### config.mk
export PLATFORM = sky130hd
export DESIGN_NAME = sysid_checker_timeout
export DESIGN_NICKNAME = d
export VERILOG_FILES = /design/src/rtl/sysid_checker_timeout.sv
export SDC_FILE = /design/constraint.sdc
export NUM_CORES = 1
export LEC_CHECK = 0
export ABC_AREA = 1
export BUFFER_PORTS_ARGS = -buffer_cell sky130_fd_sc_hd__clkbuf_2
export CORE_MARGIN = 2
export CORE_UTILIZATION = 28
export DETAILED_ROUTE_END_ITERATION = 10
export GPL_TIMING_DRIVEN = 0
export HOLD_SLACK_MARGIN = 0.06
export PLACE_DENSITY = 0.48
export SETUP_SLACK_MARGIN = 0.15
export SYNTH_ARGS = -nofsm -noshare
export SYNTH_HDL_FRONTEND = slang
export SYNTH_SLANG_ARGS = --single-unit
export TNS_END_PERCENT = 20
### constraint.sdc
create_clock -name clock -period 2.1 [get_ports clock]
set_input_delay 0.105 -clock clock [delete_from_list [all_inputs] [get_ports clock]]
set_output_delay 0.105 -clock clock [all_outputs]
set_load 0.02 [all_outputs]
### src/rtl/sysid_checker_timeout.sv
// Loadable saturating down-counter. 'expired' fires on the enabled cycle that
// takes the count from 1 to 0, so a load of N expires on the N-th enabled cycle.
// A load also acts as the clear: it restarts the interval.
module sysid_checker_timeout #(
  parameter int W = 8
) (
  input  logic         clock,
  input  logic         reset_n,
  input  logic         load,
  input  logic [W-1:0] load_val,
  input  logic         en,
  output logic         expired
);

  logic [W-1:0] cnt;

  // Count down while enabled, holding at zero; load has priority
  always_ff @(posedge clock or negedge reset_n) begin
    if (!reset_n)             cnt <= '0;
    else if (load)            cnt <= load_val;
    else if (en && cnt != '0) cnt <= cnt - 1'b1;
  end

  assign expired = en && !load && (cnt == W'(1));

endmodule

=== Word-level counts from Yosys, hierarchy flattened ===
Cells that the tools add are included.

* Reduce and logical (&&, ||, !) cells: 6
* Equal/unequal tests: 1
* Add/subtract/negate cells: 1
* Multiplexer cells: 2

{| class="wikitable"
|+ Operators with widths
! cell !! count
|-
| $mux W8 || 2
|-
| $eq A8 B1 Y1 const B || 1
|-
| $reduce_bool A8 Y1 || 1
|-
| $sub A8 B1 Y8 const B || 1
|-
| $logic_and A1 B1 Y1 || 3
|-
| $reduce_bool A2 Y1 || 1
|-
| $logic_not A1 Y1 || 1
|}

* Register bits: 8
* Logic and storage cells: 11
* Input port bits: 12
* Output and inout port bits: 1

=== Longest topological paths before layout ===
Gate-level depths: netlist of the first run.

* Depth after elaboration: 4
* Depth in mapped cells: 9
* Mapped depth without buffers: 9

=== Least setup slack after synthesis of the first run ===
Ideal clock, no wire load.

* Path type: reg2reg
* Start: register cnt[0]
* End: register cnt[6]
* Required time: 1.984 ns
* Slack: 0.829 ns
* Library setup time: 0.116 ns
* Stages on the path, launching flop included: 10
* Arrival time: 1.154 ns
* Clock period less this slack: 1.271 ns
* Buffers on the path: 1
* Cell sequence: dfrtp_1 > inv_1 > ha_1 > nand2_2 > nor2_2 > nor2_2 > buf_6 > nand2_2 > nand2_1 > nand2_1

* Word-level cells in the longest chain between the ends: 3
* Elaborated cells between the ends (all ways): 6
* Those cells by class: add/sub (1); mux (2); reduce/logical (3)

{| class="wikitable"
|+ Ends and longest elaborated chain
! what !! line !! RTL
|-
| start, declared || 15 || <nowiki>logic [W-1:0] cnt;</nowiki>
|-
| start signal, assigned || 20 || <nowiki>else if (load) cnt <= load_val;</nowiki>
|-
| start signal, assigned || 21 || <nowiki>else if (en && cnt != '0) cnt <= cnt - 1'b1;</nowiki>
|-
| $sub A8 B1 Y8 / $reduce_bool A8 Y1 (equally long branches) || 21 ||
|-
| $mux W8 / $logic_and A1 B1 Y1 (equally long branches) || 21 ||
|-
| $mux W8 / $reduce_bool A2 Y1 (equally long branches) || n/a ||
|}

Parallel ways exist; a longest one is shown, timed or not. The select of a mux whose other input is x is not followed.
A chain may end at the register's enable or synchronous reset.

=== Worst setup path in the final report of the first run ===
* Start: register cnt[1]
* End: register cnt[4]

The elaborated chain is that of the path after synthesis.

==> impl_metrics.csv, run 1 <==
group,metric,value,unit
min_path,worstHoldPathType,"in -> reg",
place,dp_cells,142,
clock_network,cts_max_level,1,
sta,min_period_over_period,68.22,%
grt,grt_pass1_vias,548,
synth,yosys_warnings,0,
power_and_ir_drop,power_frac_seq,40.9,%
drt,postRouteAntennaNets,0,
clock_network,cts.repair.resized,0,
place,dp.final_hpwl,1156,um
place,globalplace.congestion,0.7735,
layout,largest_register_ffs,8,
sta,tightest_slew,0.2120,ns
sta,period_needed,1.433,ns
power_and_ir_drop,p_sw,191.0,uW
die,ios,13,
critical_path,worstSetupStartpointType,"flip-flop",
synth,synth_top_area_share,30.89,%
synth,seq_area_frac_synth,30.89,%
drt,vias_per_cell,4.329,
drt,drt_first_pass_iters,4,
grt,track_usage,12.80,%
critical_path,worst-path-max-fanout,4,
synth,synth.most_common_cell,"nand2_1",
critical_path,required,2.29,ns
sta,slew_headroom,85.86,%
synth,ys_types,15,
synth,synthTopCellsByCount,"nand2_1 (41), nor2_1 (14), inv_1 (11)",
layout,finalNonFillerCells,146,
sta,hold_viol,0,
synth,syn_inst,102,
synth,avgSynthCellArea,6.354,um2
layout,syn_to_final_growth,19.69,%
critical_path,path_cells,"inv_1 > ha_1 > inv_1 > nor2_1 > nand2_1 > o21ai_0 > nand2_1 > nand2_1",
synth,synth-async-reset-ratio,100.0,%
sta,skew,0.002359,ns
synth,synth_edf_count,0,
synth,syn_nets,116,
grt,grt_pass1_wl,2463,um
power_and_ir_drop,p_sw_share,37.93,%
synth,synth_ff_type,"dfrtp_1",
critical_path,criticalPathCategory,"reg -> reg",
power_and_ir_drop,power_leakage,0.4285,nW
drt,drc,0,
sta,slew_violations,0,
synth,ys_ff_latch,8,
die,core,2191,um2
critical_path,critPathSlowestCell,"dfrtp_1",
layout,diodes,0,
die,start_util,29.58,%
power_and_ir_drop,vdd_drop_max,0.2327,mV
grt,grt_overflow,0,
clock_network,cts_buffers,3,
sta,finalSetupViolCount,0,
clock_network,cts.path.max_buffers,2,
critical_path,crit_arrival,1.62,ns
power_and_ir_drop,combPwrFrac,35.9,%
grt,grt_max_degree,11,
die,die_area,2715,um2
layout,top_regs,"cnt: 8 flops",
power_and_ir_drop,p_int,312.7,uW
flow_run,maxCapViolCount,0,
layout,layout.nets,134,
layout,drive_gt1_share,23.73,%
drt,num_vias,632,
sta,rsz0062_at_grt,"false",
synth,netlist_area,648.1,um2
drt,wire_per_inst,9.849,um
synth,synth.area.top_cells,"dfrtp_1 (31%), nand2_1 (24%), nor2_1 (8.1%), inv_1 (6.4%), o21ai_0 (5.4%)",
critical_path,cp_common_cell,"nand2_1",
drt,drt_iter0_drc,21,
clock_network,postCtsSetupBuffers,0,
grt,antenna_found_initial,0,
layout,regMostFlops,"cnt",
clock_network,clk_pin_slew,0.06,ns
die,placement_rows,17,
place,io_buffers,12,
clock_network,cts_hold_repair.buffers,1,
clock_network,clock_latency,0.25,ns
critical_path,slowest_delay,0.37,ns
clock_network,tritoncts,"done",
clock_network,cts-root-buf,"clkbuf_4",
critical_path,end_kind,"flip-flop",
die,die_y,52.11,um
sta,fin_tns_setup,0,ns
clock_network,cts_sinks,8,
die,die_w,52.11,um
power_and_ir_drop,power_density,649.3,nW/um2
sta,max_freq,698.0,MHz
outcome,status,"complete, no violations",
drt,routed_wl,1438,um
power_and_ir_drop,power_frac_clock,23.2,%
synth,yosys.area.top_type,"dfrtp_1",
[kinds of logic (layout without fill, tap and decap cells)]
group                    after synthesis  in the layout  synth area share (%)
flip-flops                             8              8                 30.89
AO/OA/AOI/OAI                         10             10                 9.460
adder cells (fa/ha/maj)                2              2                 3.860
buffers and inverters                 14             30                 9.845
AND/OR/NAND/NOR                       68             68                 45.95
[metrics by stage]
stage | utilization, % | setup WS [ns] | hold slack (ns) | total power [mW] | instance area (um2)
after floorplan | - | 0.8293 | -0.1906 | 0.3396 | 648.1
after global placement | 33.92 | 0.6936 | -0.03230 | 0.3894 | 743.2
after detailed placement | 33.92 | 0.6877 | -0.03133 | 0.3895 | 743.2
after CTS | 35.41 | 0.6788 | 0.1512 | 0.5095 | 775.7
after global routing | 35.41 | 0.4835 | 0.1878 | 0.5605 | 775.7
final | 35.41 | 0.6673 | 0.1567 | 0.5037 | 775.7
[worst paths after layout]
check                            startpoint  endpoint  slack, ns  depth (start not counted)
worst min register to register       cnt[6]    cnt[6]       0.53                          2
worst max register to register       cnt[1]    cnt[4]       0.67                          8
worst max-delay path                 cnt[1]    cnt[4]       0.67                          8
min in group asynchronous           reset_n    cnt[4]       0.24                          2
worst min-delay path            load_val[3]    cnt[3]       0.16                          5
max in group asynchronous           reset_n    cnt[3]       1.68                          2
[metal layers]
layer  global-route usage [%]  share of wire, %  vias to the layer above
li1                         -                 -                      347
met1                    18.26                50                      264
met2                    17.93                43                       19
met3                    1.724               6.0                        2
met4                    7.895              0.56                        0
met5                        0                 0                        -
[placed cells by master, fill, tap and decap left out, drive strengths merged]
cell,n
inv,12
nand3,7
dfrtp,8
o21ai,10
buf,2
nand2,43
clkbuf,15
nor2,18
ha,2
dlygate4sd3,1
[critical path, delay by kind of cell, from the launching register on]
kind                     cells  cell delay [ns]
buffers and inverters        2             0.19
AO/OA/AOI/OAI                1             0.17
adder cells (fa/ha/maj)      1             0.24
AND/OR/NAND/NOR              4             0.40
flip-flops                   1             0.37
[power by group through the flow]
stage | clock network, mW | registers [mW] | logic, mW
6_report | 0.117 | 0.206 | 0.181
3_5_place_dp | 0 | 0.209 | 0.181
5_1_grt | 0.138 | 0.211 | 0.212
4_1_cts | 0.121 | 0.206 | 0.183
2_1_floorplan | 0 | 0.203 | 0.137
3_3_place_gp | 0 | 0.209 | 0.181
[layout make-up]
type / instances / area, um2
buffer: 2 / 18.77
clock buffer: 3 / 22.52
fill: 243 / 1415
inverter: 12 / 45.04
multi-input combinational: 80 / 384.1
sequential: 8 / 200.2
tap: 28 / 35.03
timing repair buffer: 13 / 70.07
(Power assumes the default switching activity.)
==> run 2: changes to the inputs <==
Settings changed: ABC_AREA 1 to 0, PLACE_DENSITY 0.48 to 0.49.
Clock period 2.1 ns to 1.5 ns, I/O delays scaled along.
==> run 2 against run 1 <==
  * The flow now finishes with violations (setup timing)
  * Sequential power increased by 27%
  * Clock skew increased by 0.0015 ns
  * First-iteration DRC count down 48%
  * Clock-buffer cell count did not move
  * Total power increased by 28%
  * Combinational power increased by 18%
  * Sequential cell count unchanged
  * Via count decreased by 4.1%
  * Routed wire length rose by 9.2%
  * Final cell count decreased by 18%
  * Core utilization increased by 9.3 points
  * Highest routed layer is now met3
==> impl_metrics.csv, run 2 <==
group,metric,value,unit
die,die_area,2400,um2
power_and_ir_drop,vdd_drop_max,0.2510,mV
grt,antenna_found_initial,0,
sta,finalSetupViolCount,6,
synth,yosys.area.top_type,"dfrtp_1",
sta,hold_viol,0,
sta,hold_ws,0.1663,ns
layout,top_regs,"cnt: 8 flops",
layout,final_util,44.72,%
synth,synth_top_area_share,35.32,%
drt,drc,0,
layout,regMostFlops,"cnt",
sta,period_needed,1.676,ns
sta,fin_ws,-0.1756,ns
grt,track_usage,13.87,%
die,core,1942,um2
synth,netlist_area,566.8,um2
min_path,worstHoldPathType,"in -> reg",
die,die_w,48.99,um
critical_path,criticalPathCategory,"reg -> reg",
outcome,violations,"setup timing",
layout,layout_common_cells,"clkbuf_2 (10), dlygate4sd3_1 (9), dfrtp_1 (7), buf_4 (7)",
clock_network,cts-root-buf,"clkbuf_4",
place,globalplace.congestion,0.7217,
flow_run,maxCapViolCount,0,
layout,final_common_cell,"clkbuf_2",
sta,slew_headroom,70.18,%
power_and_ir_drop,power_density,742.0,nW/um2
synth,ys_ff_latch,8,
clock_network,clk_pin_slew,0.06,ns
layout,diodes,0,
sta,min_period_over_period,111.7,%
synth,syn_inst,64,
sta,rsz0062_at_grt,"true",
grt,grt_pass1_wl,2484,um
die,placement_rows,16,
critical_path,required,1.64,ns
synth,syn_nets,78,
critical_path,worst-path-max-fanout,5,
sta,fin_tns_setup,-0.5306,ns
layout,syn_to_final_growth,53.20,%
synth,synthTopCellsByCount,"dfrtp_1 (8), a21oi_1 (4), nand2_1 (4)",
synth,synth.most_common_cell,"dfrtp_1",
critical_path,worstSetupStartpointType,"flip-flop",
critical_path,end_kind,"flip-flop",
clock_network,tritoncts,"done",
die,ios,13,
synth,synth_edf_count,0,
grt,grt_overflow,0,
grt,grt_pass1_vias,563,
layout,layout.nets,109,
clock_network,clock_latency,0.26,ns
drt,drt_first_pass_iters,7,
drt,postRouteAntennaNets,0,
sta,max_freq,596.8,MHz
power_and_ir_drop,power_leakage,0.3518,nW
sta,slew_violations,0,
sta,tightest_slew,0.4473,ns
drt,vias_per_cell,5.050,
place,io_buffers,11,
place,dp.final_hpwl,1035,um
synth,synth-async-reset-ratio,100.0,%
die,start_util,29.19,%
synth,synth.area.top_cells,"dfrtp_1 (35%), ha_1 (4.4%), nor3b_1 (4.0%), a21oi_1 (3.5%), a211o_1 (3.1%)",
synth,ys_types,32,
synth,seq_area_frac_synth,35.32,%
synth,avgSynthCellArea,8.856,um2
clock_network,cts.path.max_buffers,2,
synth,synth_ff_type,"dfrtp_1",
grt,grt_max_degree,11,
critical_path,crit_arrival,1.82,ns
layout,largest_register_ffs,8,
layout,drive_gt1_share,34.41,%
clock_network,cts_sinks,8,
outcome,status,"finished with violations",
clock_network,cts_buffers,3,
sta,skew,0.003902,ns
die,die_y,48.99,um
drt,num_vias,606,
drt,routed_wl,1571,um
synth,yosys_warnings,0,
drt,wire_per_inst,13.09,um
drt,drt_iter0_drc,11,
clock_network,cts_max_level,1,
run 2: area by class of cell:
type | count | area (um2)
sequential | 8 | 201.4
tap | 27 | 33.78
buffer | 4 | 26.28
fill | 215 | 1074
timing repair buffer | 26 | 192.7
inverter | 4 | 15.01
multi-input combinational | 48 | 376.6
clock buffer | 3 | 22.52
run 2: report_power, final:
group | switching [mW] | internal, mW | total [mW]
Clock | 0.0782 | 0.0919 | 0.170
Combinational | 0.103 | 0.111 | 0.214
Sequential | 0.0206 | 0.240 | 0.261
run 2: final timing paths:
check	cells past startpoint	slack, ns	endpoint	start
setup / recovery	3	-0.18	cnt[5]	cnt[0]
hold / removal	3	0.17	cnt[0]	en
setup reg to reg	3	-0.18	cnt[5]	cnt[0]
hold reg to reg	2	0.63	cnt[0]	cnt[0]
max in group asynchronous	2	1.10	cnt[3]	reset_n
min in group asynchronous	2	0.20	cnt[5]	reset_n
run 2: logic make-up after synthesis:
group	Yosys count	share of synthesized area [%]
adders and majority gates	2	4.414
AOI/OAI and AO/OA	18	23.62
DFF	8	35.32
buffers and inverters	8	5.517
and+or+nand+nor	28	31.13
run 2: worst max-delay path: stages (launching register included):
cell     delay (ns)
dfrtp_1        0.42
or4b_4         0.58
o311a_1        0.30
a221o_1        0.26
run 2: repair_timing:
item	CTS	global route
endpoints found under the setup margin	9	9
hold buffers	9	0
setup buffers	5	1
pin swaps	5	4
gates resized for setup	5	7
endpoints found under the hold margin	16	0
run 2: layer usage:
metal  vias to the layer above  global-route usage [%]  routed length [um]  share of wire, %
met5                         -                       0                   0                 0
met2                        12                   20.78                 690                44
met3                         0                   1.840                  43               2.7
met1                       283                   18.22                 838                53
li1                        311                       -                   -                 -
met4                         0                   10.00                   0                 0
run 2: through the flow:
stage	total power [mW]	worst slack [ns]	cells	instance area, um2
6_report	0.6443	-0.1756	120	868.3
5_1_grt	0.6864	-0.2217	120	868.3
4_1_cts	0.6351	-0.1943	119	832.0
3_5_place_dp	0.4124	-0.2483	102	665.6
3_3_place_gp	0.4120	-0.2397	102	665.6
2_1_floorplan	0.3644	-0.1542	64	576.8
